===== src/rtl/debug_cmd_ctrl.sv =====
`default_nettype none
// +--------------------------------------------------------------------------+
// | Module   : debug_cmd_ctrl                                                |
// | Brief    : UART byte-command controller: program load, run/step control  |
// |            and register/pipeline-latch dump for the pipelined MIPS core.  |
// | Revision : 1.0 - initial release                                         |
// +--------------------------------------------------------------------------+
module debug_cmd_ctrl #(
  parameter int MAX_INSTRUCTION = 64,
  parameter int ADDR_WIDTH      = 32,
  parameter int NUM_REGISTERS   = 32,
  parameter int IF_ID_WORDS     = 1,
  parameter int ID_EX_WORDS     = 5,
  parameter int EX_MEM_WORDS    = 3,
  parameter int MEM_WB_WORDS    = 3
) (
  input  logic                  i_clk,
  input  logic                  i_rst_n,
  input  logic [7:0]            i_rx_data,
  input  logic                  i_rx_valid,
  output logic [7:0]            o_tx_data,
  output logic                  o_tx_start,
  input  logic                  i_tx_done,
  output logic                  o_imem_we,
  output logic [ADDR_WIDTH-1:0] o_imem_addr,
  output logic [31:0]           o_imem_data,
  output logic                  o_stall,
  output logic                  o_cpu_rst,
  input  logic                  i_halt,
  output logic [2:0]            o_dump_sel,
  output logic [7:0]            o_dump_idx,
  input  logic [31:0]           i_dump_word
);

  localparam logic [2:0] c_idle       = 3'd0;
  localparam logic [2:0] c_load_cnt   = 3'd1;
  localparam logic [2:0] c_load_byte  = 3'd2;
  localparam logic [2:0] c_dump_fetch = 3'd3;
  localparam logic [2:0] c_dump_send  = 3'd4;
  localparam logic [2:0] c_dump_wait  = 3'd5;

  localparam logic [7:0] c_cmd_load   = 8'h07;
  localparam logic [7:0] c_cmd_cont   = 8'h08;
  localparam logic [7:0] c_cmd_stepm  = 8'h09;
  localparam logic [7:0] c_cmd_step   = 8'h0A;
  localparam logic [7:0] c_cmd_start  = 8'h0D;
  localparam logic [7:0] c_cmd_status = 8'h11;

  localparam logic [8:0] c_max_cnt = 9'(MAX_INSTRUCTION);

  logic [2:0]            r_state;
  logic [2:0]            w_state_next;
  logic                  r_running;
  logic                  r_step_mode;
  logic                  r_step_pulse;
  logic                  r_halted;
  logic                  r_cpu_rst;
  logic [1:0]            r_byte_cnt;
  logic [7:0]            r_word_cnt;
  logic [7:0]            r_word_total;
  logic [23:0]           r_word_buf;
  logic                  r_imem_we;
  logic [ADDR_WIDTH-1:0] r_imem_addr;
  logic [31:0]           r_imem_data;
  logic [2:0]            r_dump_sel;
  logic [7:0]            r_dump_idx;
  logic [31:0]           r_dump_word;
  logic                  r_status_xfer;
  logic                  r_final;

  logic                  w_dump_cmd;
  logic                  w_cnt_ok;
  logic                  w_last_byte;
  logic                  w_last_word;
  logic                  w_last_load_word;

  function automatic logic [7:0] src_words(input logic [2:0] sel);
    case (sel)
      3'd0:    src_words = 8'(NUM_REGISTERS);
      3'd1:    src_words = 8'(IF_ID_WORDS);
      3'd2:    src_words = 8'(ID_EX_WORDS);
      3'd3:    src_words = 8'(EX_MEM_WORDS);
      default: src_words = 8'(MEM_WB_WORDS);
    endcase
  endfunction

  assign w_dump_cmd       = (i_rx_data >= 8'h01) && (i_rx_data <= 8'h05);
  assign w_cnt_ok         = (i_rx_data != 8'd0) && ({1'b0, i_rx_data} <= c_max_cnt);
  assign w_last_byte      = (r_byte_cnt == 2'd3);
  assign w_last_word      = (r_dump_idx == src_words(r_dump_sel) - 8'd1);
  assign w_last_load_word = (r_word_cnt == r_word_total - 8'd1);

  // state register
  always_ff @(posedge i_clk or negedge i_rst_n) begin
    if (!i_rst_n) r_state <= c_idle;
    else          r_state <= w_state_next;
  end

  // next-state logic
  always_comb begin
    w_state_next = r_state;
    case (r_state)
      c_idle: begin
        if (i_rx_valid) begin
          if (w_dump_cmd)                     w_state_next = c_dump_fetch;
          else if (i_rx_data == c_cmd_load)   w_state_next = c_load_cnt;
          else if (i_rx_data == c_cmd_status) w_state_next = c_dump_send;
        end
      end
      c_load_cnt:   if (i_rx_valid) w_state_next = w_cnt_ok ? c_load_byte : c_idle;
      c_load_byte:  if (i_rx_valid && w_last_byte && w_last_load_word) w_state_next = c_idle;
      c_dump_fetch: w_state_next = c_dump_send;
      c_dump_send:  w_state_next = c_dump_wait;
      c_dump_wait:  if (i_tx_done) w_state_next = r_final ? c_idle : c_dump_send;
      default:      w_state_next = c_idle;
    endcase
  end

  // output logic
  always_comb begin
    o_tx_start = (r_state == c_dump_send);
    o_tx_data  = r_dump_word[7:0];
    case (r_byte_cnt)
      2'd1:    o_tx_data = r_dump_word[15:8];
      2'd2:    o_tx_data = r_dump_word[23:16];
      2'd3:    o_tx_data = r_dump_word[31:24];
      default: o_tx_data = r_dump_word[7:0];
    endcase
    // i_halt is folded in directly so the core freezes in the cycle halt rises
    o_stall = !(r_running && !i_halt && (!r_step_mode || r_step_pulse));
  end

  assign o_imem_we   = r_imem_we;
  assign o_imem_addr = r_imem_addr;
  assign o_imem_data = r_imem_data;
  assign o_cpu_rst   = r_cpu_rst;
  assign o_dump_sel  = r_dump_sel;
  assign o_dump_idx  = r_dump_idx;

  // datapath and execution-control flags
  always_ff @(posedge i_clk or negedge i_rst_n) begin
    if (!i_rst_n) begin
      r_running     <= 1'b0;
      r_step_mode   <= 1'b0;
      r_step_pulse  <= 1'b0;
      r_halted      <= 1'b0;
      r_cpu_rst     <= 1'b1;
      r_byte_cnt    <= 2'd0;
      r_word_cnt    <= 8'd0;
      r_word_total  <= 8'd0;
      r_word_buf    <= 24'd0;
      r_imem_we     <= 1'b0;
      r_imem_addr   <= '0;
      r_imem_data   <= 32'd0;
      r_dump_sel    <= 3'd0;
      r_dump_idx    <= 8'd0;
      r_dump_word   <= 32'd0;
      r_status_xfer <= 1'b0;
      r_final       <= 1'b0;
    end else begin
      r_imem_we    <= 1'b0;
      r_step_pulse <= 1'b0;
      case (r_state)
        c_idle: begin
          if (i_rx_valid) begin
            case (i_rx_data)
              8'h01, 8'h02, 8'h03, 8'h04, 8'h05: begin
                r_dump_sel    <= 3'(i_rx_data - 8'd1);
                r_dump_idx    <= 8'd0;
                r_status_xfer <= 1'b0;
              end
              c_cmd_status: begin
                r_dump_word   <= {29'd0, i_halt, r_step_mode, r_running};
                r_byte_cnt    <= 2'd0;
                r_status_xfer <= 1'b1;
              end
              c_cmd_cont:  r_step_mode <= 1'b0;
              c_cmd_stepm: r_step_mode <= 1'b1;
              c_cmd_step:  if (r_step_mode && r_running && !i_halt) r_step_pulse <= 1'b1;
              c_cmd_start: begin
                r_cpu_rst <= 1'b0;
                if (!r_halted) r_running <= 1'b1;
              end
              default: ;
            endcase
          end
        end
        c_load_cnt: begin
          if (i_rx_valid && w_cnt_ok) begin
            r_cpu_rst    <= 1'b1;
            r_running    <= 1'b0;
            r_halted     <= 1'b0;
            r_byte_cnt   <= 2'd0;
            r_word_cnt   <= 8'd0;
            r_word_total <= i_rx_data;
          end
        end
        c_load_byte: begin
          if (i_rx_valid) begin
            r_byte_cnt <= r_byte_cnt + 2'd1;
            case (r_byte_cnt)
              2'd0: r_word_buf[7:0]   <= i_rx_data;
              2'd1: r_word_buf[15:8]  <= i_rx_data;
              2'd2: r_word_buf[23:16] <= i_rx_data;
              default: begin
                r_imem_we   <= 1'b1;
                r_imem_addr <= ADDR_WIDTH'(r_word_cnt);
                r_imem_data <= {i_rx_data, r_word_buf};
                r_word_cnt  <= r_word_cnt + 8'd1;
              end
            endcase
          end
        end
        c_dump_fetch: begin
          r_dump_word <= i_dump_word;
          r_byte_cnt  <= 2'd0;
        end
        c_dump_send: begin
          r_final <= r_status_xfer || (w_last_byte && w_last_word);
          // advance the index while the last byte is in flight so the next
          // word is already addressed when i_tx_done arrives
          if (w_last_byte && !w_last_word && !r_status_xfer) r_dump_idx <= r_dump_idx + 8'd1;
        end
        c_dump_wait: begin
          if (i_tx_done) begin
            r_byte_cnt <= r_byte_cnt + 2'd1;
            if (w_last_byte) r_dump_word <= i_dump_word;
          end
        end
        default: ;
      endcase
      if (r_running && i_halt) begin
        r_running <= 1'b0;
        r_halted  <= 1'b1;
      end
    end
  end

endmodule
`default_nettype wire


===== config.mk =====
export PLATFORM = sky130hd
export DESIGN_NAME = debug_cmd_ctrl
export DESIGN_NICKNAME = d
export VERILOG_FILES = /design/src/rtl/debug_cmd_ctrl.sv
export SDC_FILE = /design/constraint.sdc
export NUM_CORES = 1
export LEC_CHECK = 0
export CAP_MARGIN = 20
export CORE_MARGIN = 2
export CORE_UTILIZATION = 47
export DETAILED_ROUTE_END_ITERATION = 16
export GPL_TIMING_DRIVEN = 0
export PLACE_DENSITY = 0.77
export SYNTH_ARGS = -nofsm -noshare
export SYNTH_HDL_FRONTEND = slang
export SYNTH_SLANG_ARGS = --single-unit

===== constraint.sdc =====
create_clock -name i_clk -period 1.9 [get_ports i_clk]
set_input_delay 0.285 -clock i_clk [delete_from_list [all_inputs] [get_ports i_clk]]
set_output_delay 0.285 -clock i_clk [all_outputs]
set_load 0.01 [all_outputs]

==> results of run 1 <==
cells by family after synthesis:
kind of cell | count (synthesis) | synth area share [%]
AOI/OAI and AO/OA | 100 | 12.1
adders and majority gates | 13 | 2.50
DFF | 136 | 52.3
and+or+nand+nor | 127 | 10.7
other | 1 | 0.0576
xor gates and xnor gates | 19 | 2.56
muxes | 82 | 13.9
buffers and inverters | 72 | 5.92
worst min path at each step:
stage / depth (start not counted) / start / to / slack, ns
after detailed placement: 1 / i_rst_n / o_dump_idx[3] / 0.28
after floorplan: 0 / i_rst_n / o_dump_idx[0] / -0.01
after global placement: 2 / r_dump_word[2] / r_dump_word[2] / 0.47
after CTS: 3 / i_rx_data[3] / r_word_total[3] / 0.20
final: 3 / i_rx_data[3] / r_word_total[3] / 0.21
after global routing: 3 / i_rx_data[3] / r_word_total[3] / 0.19
final cells by class:
type	instances	share of cell area, %
flip-flops and latches	136	36.1
clock buffers	19	4.68
diodes	1	0.0265
well taps	180	2.38
repair buffers	157	15.4
plain buffers	47	4.14
multi-input cells	366	33.9
clock inverters	13	2.53
inverters	21	0.833
cell usage after synthesis, drive strengths merged (4+ instances only):
master,number
nor4,6
nor3,12
mux2i,16
xor2,6
ha,13
buf,40
o21ai,15
nand4,4
nor2,13
a222oi,8
o21a,4
a22o,32
nor2b,8
or3,5
xnor2,13
mux2,66
clkbuf,11
and3,4
nand2,49
o31ai,5
inv,21
o211ai,5
a21oi,11
nand3,7
dfrtp,135
metal layers:
| metal | up-vias | global-route usage [%] |
|---|---|---|
| li1 | 2348 | - |
| met1 | 2659 | 29.3 |
| met2 | 194 | 39.9 |
| met3 | 25 | 7.30 |
| met4 | 0 | 7.61 |
| met5 | - | 0 |
critical path: cells and delay by family (launching register included):
family	cells	cell delay, ns
buf+inv	2	0.32
flops	1	0.46
fa+ha+maj	1	0.24
mux	1	0.13
compound gates	1	0.33
cells in the final DEF, fill, tap and decap left out, drive strengths merged, types with 3 or more instances in the layout:
master	synthesis	final
nor3	12	12
mux2i	16	16
inv	21	25
dfrtp	135	135
a22o	32	32
conb	1	24
and3	4	4
xor2	6	6
o21a	4	4
or3	5	5
mux2	66	66
clkbuf	11	29
or4	3	3
nor2	13	13
nor4b	3	3
o31ai	5	5
a222oi	8	8
nor2b	8	8
nor4	6	6
nand4	4	4
nand2	49	49
clkdlybuf4s50	0	88
ha	13	13
buf	40	101
o21ai	15	16
nand3	7	7
bufinv	0	6
o311ai	3	3
xnor2	13	13
o211ai	5	5
a21oi	11	11
sequential cells by signal, summed over array words and instances (netlist names), 8 cells and up:
signal        count
o_dump_idx        8
o_imem_addr       8
o_imem_data      32
r_dump_word      32
r_word_buf       24
r_word_cnt        8
r_word_total      8
what timing repair did:
item	4_1_cts	5_1_grt
resized for setup	105	94
pin swaps	25	35
hold endpoints to repair	54	0
gates cloned	0	6
buffers inserted	26	19
endpoints found under the setup margin	144	125
hold buffers	1	0
stage by stage:
stage / setup TNS, ns / area, µm² / util, %
floorplan: 0 / 6640 / -
finish: -8.91 / 9460 / 68.9
detailed placement: -81.77 / 7940 / 57.9
global placement: -708.25 / 7910 / 57.7
CTS: -1.89 / 9020 / 65.8
global route: -12.79 / 9460 / 68.9
power by group:
part,switching (W),leakage [nW],internal [W]
logic,0.00174,2.27,0.00188
clock network,0.00132,0.330,0.00252
registers,0.000585,1.80,0.00365
total,0.00364,4.40,0.00805
==> impl_metrics.py, run 1 <==
metrics = {
    "sta": {
        "setup_violations": 69,
        "tightest_slew_ns": 0.703,
        "postLayoutSetupSlackWorst_ns": -0.273,
        "finalHoldViolCount": 0,
        "rsz0062_at_grt": "yes",
        "drv_slew": 0,
        "finalCritPeriodShare_pct": 114,
        "min_period_ns": 2.17,
        "finClkSkew_ns": 0.00533,
        "fmax_ghz": 0.460,
        "slew_headroom_pct": 52.6,
        "hold_slack_ns": 0.207,
    },
    "global_routing": {
        "grt_pass1_wl_um": 27000,
        "grt_antenna_before_repair": 1,
        "grt_usage_pct": 23.7,
        "grt_max_degree": 83,
        "grt_remaining_overflow": 0,
        "grt_pass1_vias": 5156,
    },
    "floorplanning": {
        "die_area_mm2": 0.0148,
        "die_w_um": 122,
        "start_util_pct": 47.5,
        "fp.coreArea_mm2": 0.0137,
        "rows": 43,
        "io-pin-count": 132,
        "die_h_um": 122,
    },
    "synthesis": {
        "synth_area_leaders": "dfrtp_1 52%, mux2_2 11%, a22o_1 4.3%",
        "ys_types": 60,
        "synthArstFlopShare_pct": 100,
        "synth-seq-cells": 136,
        "synth_cells": 550,
        "avgSynthCellArea_um2": 11.8,
        "synthesis.area_mm2": 0.00651,
        "yosysSeqAreaShare_pct": 52.3,
        "yosys_warnings": 0,
        "synth_edf_count": 0,
        "yosys.area.top_type": "dfrtp_1",
        "synth_flop_cell": "dfrtp_1",
        "synth_top_area_share_pct": 51.9,
    },
    "critical_path": {
        "r2r_cells": 9,
        "max_stage_delay_ns": 0.46,
        "cp_max_fo": 9,
        "reg2reg_from": "r_byte_cnt[0]",
        "end_kind": "output port",
        "r2r_end": "r_dump_word[6]",
        "crit_slowest_cell": "dfrtp_2",
        "crit_chain": "inv_1, ha_4, a222oi_1, mux2i_1, buf_2",
        "crit_path_start_kind": "flip-flop",
        "cp.required_ns": 1.62,
        "startpoint": "r_byte_cnt[0]",
        "worstSetupEndpoint": "o_tx_data[3]",
        "rrSetupSlack_ns": -0.21,
        "cp.arrival_ns": 1.89,
        "path_class": "flip-flop to output port",
    },
    "final_layout": {
        "fin_cells": 940,
        "area_growth_pct": 45.3,
        "regArea_mm2": 0.00341,
        "drive_gt1_share_pct": 37.5,
        "filler_cell_count": 948,
        "multi_input_area_mm2": 0.00321,
        "nets": 804,
    },
    "route": {
        "wl_met1_um": 7360,
        "initialDrtViolationCount": 451,
        "wl_met2_um": 9130,
        "drtAntennaViolNets": 0,
        "wl_um": 17900,
        "route.met3.wl_um": 1140,
        "first_pass_iters": 6,
        "top_layer": "met4",
        "drc": 0,
        "vias_per_cell": 5.56,
        "wl_per_cell_um": 19.0,
        "via_count": 5226,
    },
    "pwr": {
        "p_leak_nw": 4.40,
        "power_density_mw_per_mm2": 1240,
        "vdd_ir_drop_max_uv": 851,
        "p_total_w": 0.0117,
    },
    "clock_network": {
        "clkLatencyLatePin_ns": 0.42,
        "cts_tree": "built",
        "cts_buffer_depth": 2,
        "clk_pin_slew_ns": 0.06,
        "cts-root-buf": "clkbuf_16",
        "clock-sinks": 136,
        "htreeDepth": 4,
        "numCtsBuffers": 17,
    },
    "run": {
        "drv_cap": 0,
    },
    "min_path": {
        "hp-class": "input port to flip-flop",
    },
    "place": {
        "place.gp.congestion": 0.852,
        "place_ws_ns": -1.21,
        "portBuffers": 105,
        "dpl.cell_count": 859,
        "dp.final_hpwl_um": 11000,
    },
    "run_status": {
        "violations": "setup timing",
        "status": "finished with violations",
    },
}
Power figures use the tool's default switching activity.
==> run 2: changes to the inputs <==
==> constraint.sdc (replaced) <==
create_clock -name i_clk -period 1.8 [get_ports i_clk]
set_input_delay 0.27 -clock i_clk [delete_from_list [all_inputs] [get_ports i_clk]]
set_output_delay 0.27 -clock i_clk [all_outputs]
set_load 0.01 [all_outputs]
==> impl_metrics.py, run 2 (synthesis results as in run 1) <==
metrics = {
    "run_status": {
        "status": "finished with violations",
        "violations": "setup timing",
    },
    "global_routing": {
        "grt_usage_pct": 26.8,
        "grt_use_met2_pct": 45.0,
        "grt_antenna_before_repair": 0,
        "grt_pass1_vias": 5670,
        "grtUsageMet1_pct": 32.9,
        "grt_busiest_layer": "met2",
        "grt_pass1_wl_um": 30200,
        "grt_remaining_overflow": 0,
        "grt_max_degree": 103,
        "met3_usage_pct": 7.72,
    },
    "sta": {
        "tightest_slew_ns": 0.610,
        "setup_violations": 93,
        "postLayoutSetupSlackWorst_ns": -0.446,
        "finClkSkew_ns": 0.0180,
        "fmax_ghz": 0.445,
        "min_period_ns": 2.25,
        "finalCritPeriodShare_pct": 125,
        "hold_slack_ns": 0.188,
        "finalHoldViolCount": 0,
        "slew_headroom_pct": 59.0,
        "rsz0062_at_grt": "yes",
        "drv_slew": 0,
    },
    "clock_network": {
        "clk_pin_slew_ns": 0.06,
        "htreeDepth": 4,
        "cts_tree": "built",
        "cts-root-buf": "clkbuf_16",
        "clock-sinks": 136,
        "clkLatencyLatePin_ns": 0.44,
        "numCtsBuffers": 17,
        "cts_buffer_depth": 2,
    },
    "final_layout": {
        "layout_commonest_cell": "dfrtp_1",
        "diodes": 0,
        "layout_common_cells": "123 x dfrtp_1, 86 x clkdlybuf4s50_1, 76 x buf_4",
        "drive_gt1_share_pct": 42.5,
        "area_growth_pct": 56.3,
        "design_area_mm2": 0.0102,
        "fin_cells": 973,
        "final_util_pct": 74.1,
        "nets": 838,
    },
    "route": {
        "drtAntennaViolNets": 0,
        "wl_per_cell_um": 22.0,
        "drc": 0,
        "first_pass_iters": 6,
        "vias_per_cell": 5.87,
        "wl_um": 21400,
        "via_count": 5712,
        "initialDrtViolationCount": 442,
    },
    "critical_path": {
        "max_stage_delay_ns": 0.47,
        "end_kind": "flip-flop",
        "crit_chain": "ha_4, buf_4, buf_6, buf_6, and4b_1, o21a_4, a31oi_4, buf_12, buf_8, a22o_1",
        "cp_max_fo": 6,
        "path_class": "flip-flop to flip-flop",
        "timing.critical_path.mode_cell": "buf_6",
        "crit_slowest_cell": "dfrtp_2",
        "cp_num_buf_inv": 5,
        "crit_path_start_kind": "flip-flop",
        "cp.arrival_ns": 2.61,
        "crit_family": "buffers and inverters",
        "cp.required_ns": 2.16,
    },
    "pwr": {
        "p_total_w": 0.0128,
        "power_density_mw_per_mm2": 1260,
        "p_leak_nw": 4.69,
        "vdd_ir_drop_max_uv": 825,
    },
    "floorplanning": {
        "die_w_um": 122,
        "fp.coreArea_mm2": 0.0137,
        "die_h_um": 122,
        "rows": 43,
        "die_area_mm2": 0.0148,
        "io-pin-count": 132,
        "start_util_pct": 47.5,
    },
    "place": {
        "portBuffers": 105,
        "place.gp.congestion": 0.874,
        "dp.final_hpwl_um": 11100,
        "postPlaceCellArea_mm2": 0.00798,
        "dpl.cell_count": 859,
    },
    "min_path": {
        "hp-class": "input port to flip-flop",
    },
    "run": {
        "drv_cap": 0,
    },
}
-- run 2: layout make-up --
| class | count | area, µm² |
|---|---|---|
| inverter | 21 | 86.3 |
| timing repair buffer | 196 | 1980 |
| tap | 180 | 225 |
| clock inverter | 10 | 168 |
| buffer | 41 | 387 |
| multi-input combinational | 367 | 3450 |
| fill | 846 | 3550 |
| sequential | 136 | 3420 |
| clock buffer | 22 | 454 |
-- run 2: worst reg2reg max path, delay by kind of cell, from the launching register on --
| family | cells | cell delay, ns |
|---|---|---|
| adder cells (fa/ha/maj) | 1 | 0.21 |
| buffers and inverters | 5 | 0.67 |
| AND/OR/NAND/NOR | 1 | 0.22 |
| AO/OA/AOI/OAI | 3 | 0.63 |
| flip-flops | 1 | 0.47 |
-- run 2: final timing paths --
| kind | from | to | slack [ns] | cells past startpoint |
|---|---|---|---|---|
| worst max-delay path | r_byte_cnt[1] | r_dump_word[17] | -0.45 | 10 |
| worst min-delay path | i_rx_data[3] | r_word_total[3] | 0.19 | 3 |
| worst max register to register | r_byte_cnt[1] | r_dump_word[17] | -0.45 | 10 |
| worst min register to register | r_word_buf[1] | r_word_buf[1] | 0.50 | 1 |
| max in group asynchronous | i_rst_n | r_word_total[2] | 0.65 | 3 |
| min in group asynchronous | i_rst_n | r_word_cnt[4] | 0.30 | 2 |
-- run 2: where the power goes --
group / leakage [nW] / switching, W / internal (W)
logic: 2.60 / 0.00218 / 0.00233
clock network: 0.299 / 0.00134 / 0.00236
registers: 1.79 / 0.000706 / 0.00386
total: 4.69 / 0.00423 / 0.00855
-- run 2: metrics by stage --
stage	TNS (ns)	setup WS [ns]
2_1_floorplan	-0.579	-0.0861
4_1_cts	-14.55	-0.404
3_3_place_gp	-721.89	-5.16
5_1_grt	-26.17	-0.470
6_report	-21.70	-0.446
3_5_place_dp	-90.65	-1.33
-- run 2: routing by layer --
metal | routed length (µm) | part of all wire, % | up-vias
li1 | - | - | 2432
met1 | 8270 | 39 | 2873
met2 | 10700 | 50 | 325
met3 | 1550 | 7.3 | 82
met4 | 853 | 4.0 | 0
met5 | 0 | 0 | -
-- run 2: repair_timing --
| item | 4_1_cts | 5_1_grt |
|---|---|---|
| hold endpoints to repair | 34 | 0 |
| gates resized for setup | 179 | 129 |
| hold buffers | 1 | 0 |
| pin swaps | 62 | 49 |
| buffers inserted | 55 | 28 |
| gates cloned | 8 | 5 |
| endpoints found under the setup margin | 146 | 144 |
==> run 3: changes to the inputs <==
--- a/config.mk
+++ b/config.mk
@@ -8,8 +8,8 @@
 export CAP_MARGIN = 20
 export CORE_MARGIN = 2
 export CORE_UTILIZATION = 47
+export CTS_CLUSTER_DIAMETER = 150
 export DETAILED_ROUTE_END_ITERATION = 16
-export GPL_TIMING_DRIVEN = 0
 export PLACE_DENSITY = 0.77
 export SYNTH_ARGS = -nofsm -noshare
 export SYNTH_HDL_FRONTEND = slang
==> impl_metrics.py, run 3 (synthesis results as in run 1) <==
metrics = {
    "run_status": {
        "status": "finished with violations",
        "violations": "setup timing",
    },
    "place": {
        "dp.final_hpwl_um": 11900,
        "dpl.cell_count": 890,
        "place.gp.congestion": 0.888,
        "portBuffers": 107,
    },
    "clock_network": {
        "htreeDepth": 4,
        "clock-sinks": 136,
        "cts_buffer_depth": 2,
        "cts-root-buf": "clkbuf_16",
        "clk_pin_slew_ns": 0.06,
        "numCtsBuffers": 17,
        "cts_tree": "built",
        "clkLatencyLatePin_ns": 0.43,
    },
    "final_layout": {
        "drive_gt1_share_pct": 39.0,
        "area_growth_pct": 51.5,
        "diodes": 0,
        "layout_common_cells": "129 x dfrtp_1, 93 x buf_4, 89 x clkdlybuf4s50_1",
        "layout_commonest_cell": "dfrtp_1",
        "nets": 835,
        "fin_cells": 968,
    },
    "sta": {
        "finalCritPeriodShare_pct": 117,
        "postLayoutSetupSlackWorst_ns": -0.304,
        "tns_ns": -11.06,
        "min_period_ns": 2.10,
        "tightest_slew_ns": 0.570,
        "drv_slew": 0,
        "finalHoldViolCount": 0,
        "setup_violations": 99,
        "slew_headroom_pct": 62.0,
        "fmax_ghz": 0.475,
        "finClkSkew_ns": 0.0122,
        "rsz0062_at_grt": "yes",
    },
    "critical_path": {
        "path_class": "flip-flop to flip-flop",
        "crit_path_start_kind": "flip-flop",
        "cp.arrival_ns": 2.47,
        "max_stage_delay_ns": 0.44,
        "end_kind": "flip-flop",
        "crit_chain": "buf_4, buf_6, buf_6, ha_4, and3b_1, o211a_4, buf_4, nand4_1, or4_1, nand2_1",
        "cp_max_fo": 4,
        "cp_num_buf_inv": 4,
        "crit_family": "simple AND/OR/NAND/NOR gates",
        "crit_slowest_cell": "or4_1",
        "cp.required_ns": 2.16,
    },
    "pwr": {
        "p_leak_nw": 4.65,
        "vdd_ir_drop_max_uv": 816,
        "power_density_mw_per_mm2": 1240,
    },
    "floorplanning": {
        "io-pin-count": 132,
        "die_h_um": 122,
        "die_area_mm2": 0.0148,
        "rows": 43,
        "die_w_um": 122,
        "fp.coreArea_mm2": 0.0137,
        "start_util_pct": 47.5,
    },
    "route": {
        "vias_per_cell": 5.71,
        "initialDrtViolationCount": 403,
        "wl_per_cell_um": 20.3,
        "drc": 0,
        "drtAntennaViolNets": 0,
        "first_pass_iters": 5,
        "wl_um": 19700,
        "via_count": 5528,
    },
    "global_routing": {
        "grt_max_degree": 60,
        "grt_pass1_vias": 5617,
        "grt_pass1_wl_um": 29100,
        "grt_usage_pct": 25.8,
        "grt_remaining_overflow": 0,
        "grt_antenna_before_repair": 0,
    },
    "run": {
        "drv_cap": 0,
    },
    "min_path": {
        "hp-class": "input port to flip-flop",
    },
}
run 3: area by class of cell:
class | count | area (µm²)
Tap cell | 180 | 225
Clock buffer | 22 | 464
Fill cell | 889 | 3860
Sequential cell | 136 | 3410
Inverter | 21 | 88.8
Clock inverter | 8 | 67.6
Multi-Input combinational cell | 367 | 3300
Timing Repair Buffer | 234 | 2300
run 3: path summary, 6_finish.rpt:
path                           startpoint         endpoint  slack [ns]  cells past startpoint
max reg2reg                 r_byte_cnt[1]    r_word_cnt[3]       -0.30                     10
min                          i_rx_data[1]  r_word_total[1]        0.36                      4
min reg2reg                r_dump_word[1]   r_dump_word[1]        0.49                      2
max                         r_byte_cnt[1]    r_word_cnt[3]       -0.30                     10
min in group asynchronous         i_rst_n  o_imem_data[24]        0.39                      2
max in group asynchronous         i_rst_n   r_dump_word[3]        0.79                      3
run 3: per-layer routing:
| layer | track usage [%] | wire (µm) | up-vias | part of all wire (%) |
|---|---|---|---|---|
| met5 | 0 | 0 | - | 0 |
| met1 | 31.6 | 7800 | 2795 | 40 |
| met3 | 6.27 | 1220 | 54 | 6.2 |
| li1 | - | - | 2413 | - |
| met2 | 43.8 | 10100 | 266 | 51 |
| met4 | 10.7 | 552 | 0 | 2.8 |
run 3: power by group:
group | leakage [nW] | switching (W) | internal, W
clock network | 0.253 | 0.00133 | 0.00183
registers | 1.80 | 0.000569 | 0.00385
logic | 2.60 | 0.00212 | 0.00254
run 3: worst register-to-register path, cell delays in order, from the launching register on:
cell     delay, ns
dfrtp_2       0.43
buf_4         0.14
buf_6         0.08
buf_6         0.08
ha_4          0.13
and3b_1       0.18
o211a_4       0.21
buf_4         0.12
nand4_1       0.14
or4_1         0.44
nand2_1       0.10
run 3: repair_timing:
item                       CTS  global route
buffers inserted            18            20
setup endpoints to repair  124           147
hold endpoints to repair    52             0
hold buffers                 1             0
pin swaps                   40            33
cloned                       4             6
resized for setup          113            59
run 3: metrics by stage:
| step | utilization [%] | area [µm²] | setup WS, ns | hold slack (ns) | power [W] |
|---|---|---|---|---|---|
| 2_1_floorplan | - | 6670 | -0.0861 | -0.0256 | 0.00637 |
| 3_3_place_gp | 60.5 | 8300 | -0.483 | 0.268 | 0.00781 |
| 3_5_place_dp | 60.5 | 8300 | -0.579 | 0.274 | 0.00797 |
| 4_1_cts | 68.4 | 9380 | -0.237 | 0.375 | 0.0115 |
| 5_1_grt | 71.9 | 9860 | -0.336 | 0.352 | 0.0128 |
| 6_report | 71.9 | 9860 | -0.304 | 0.357 | 0.0122 |
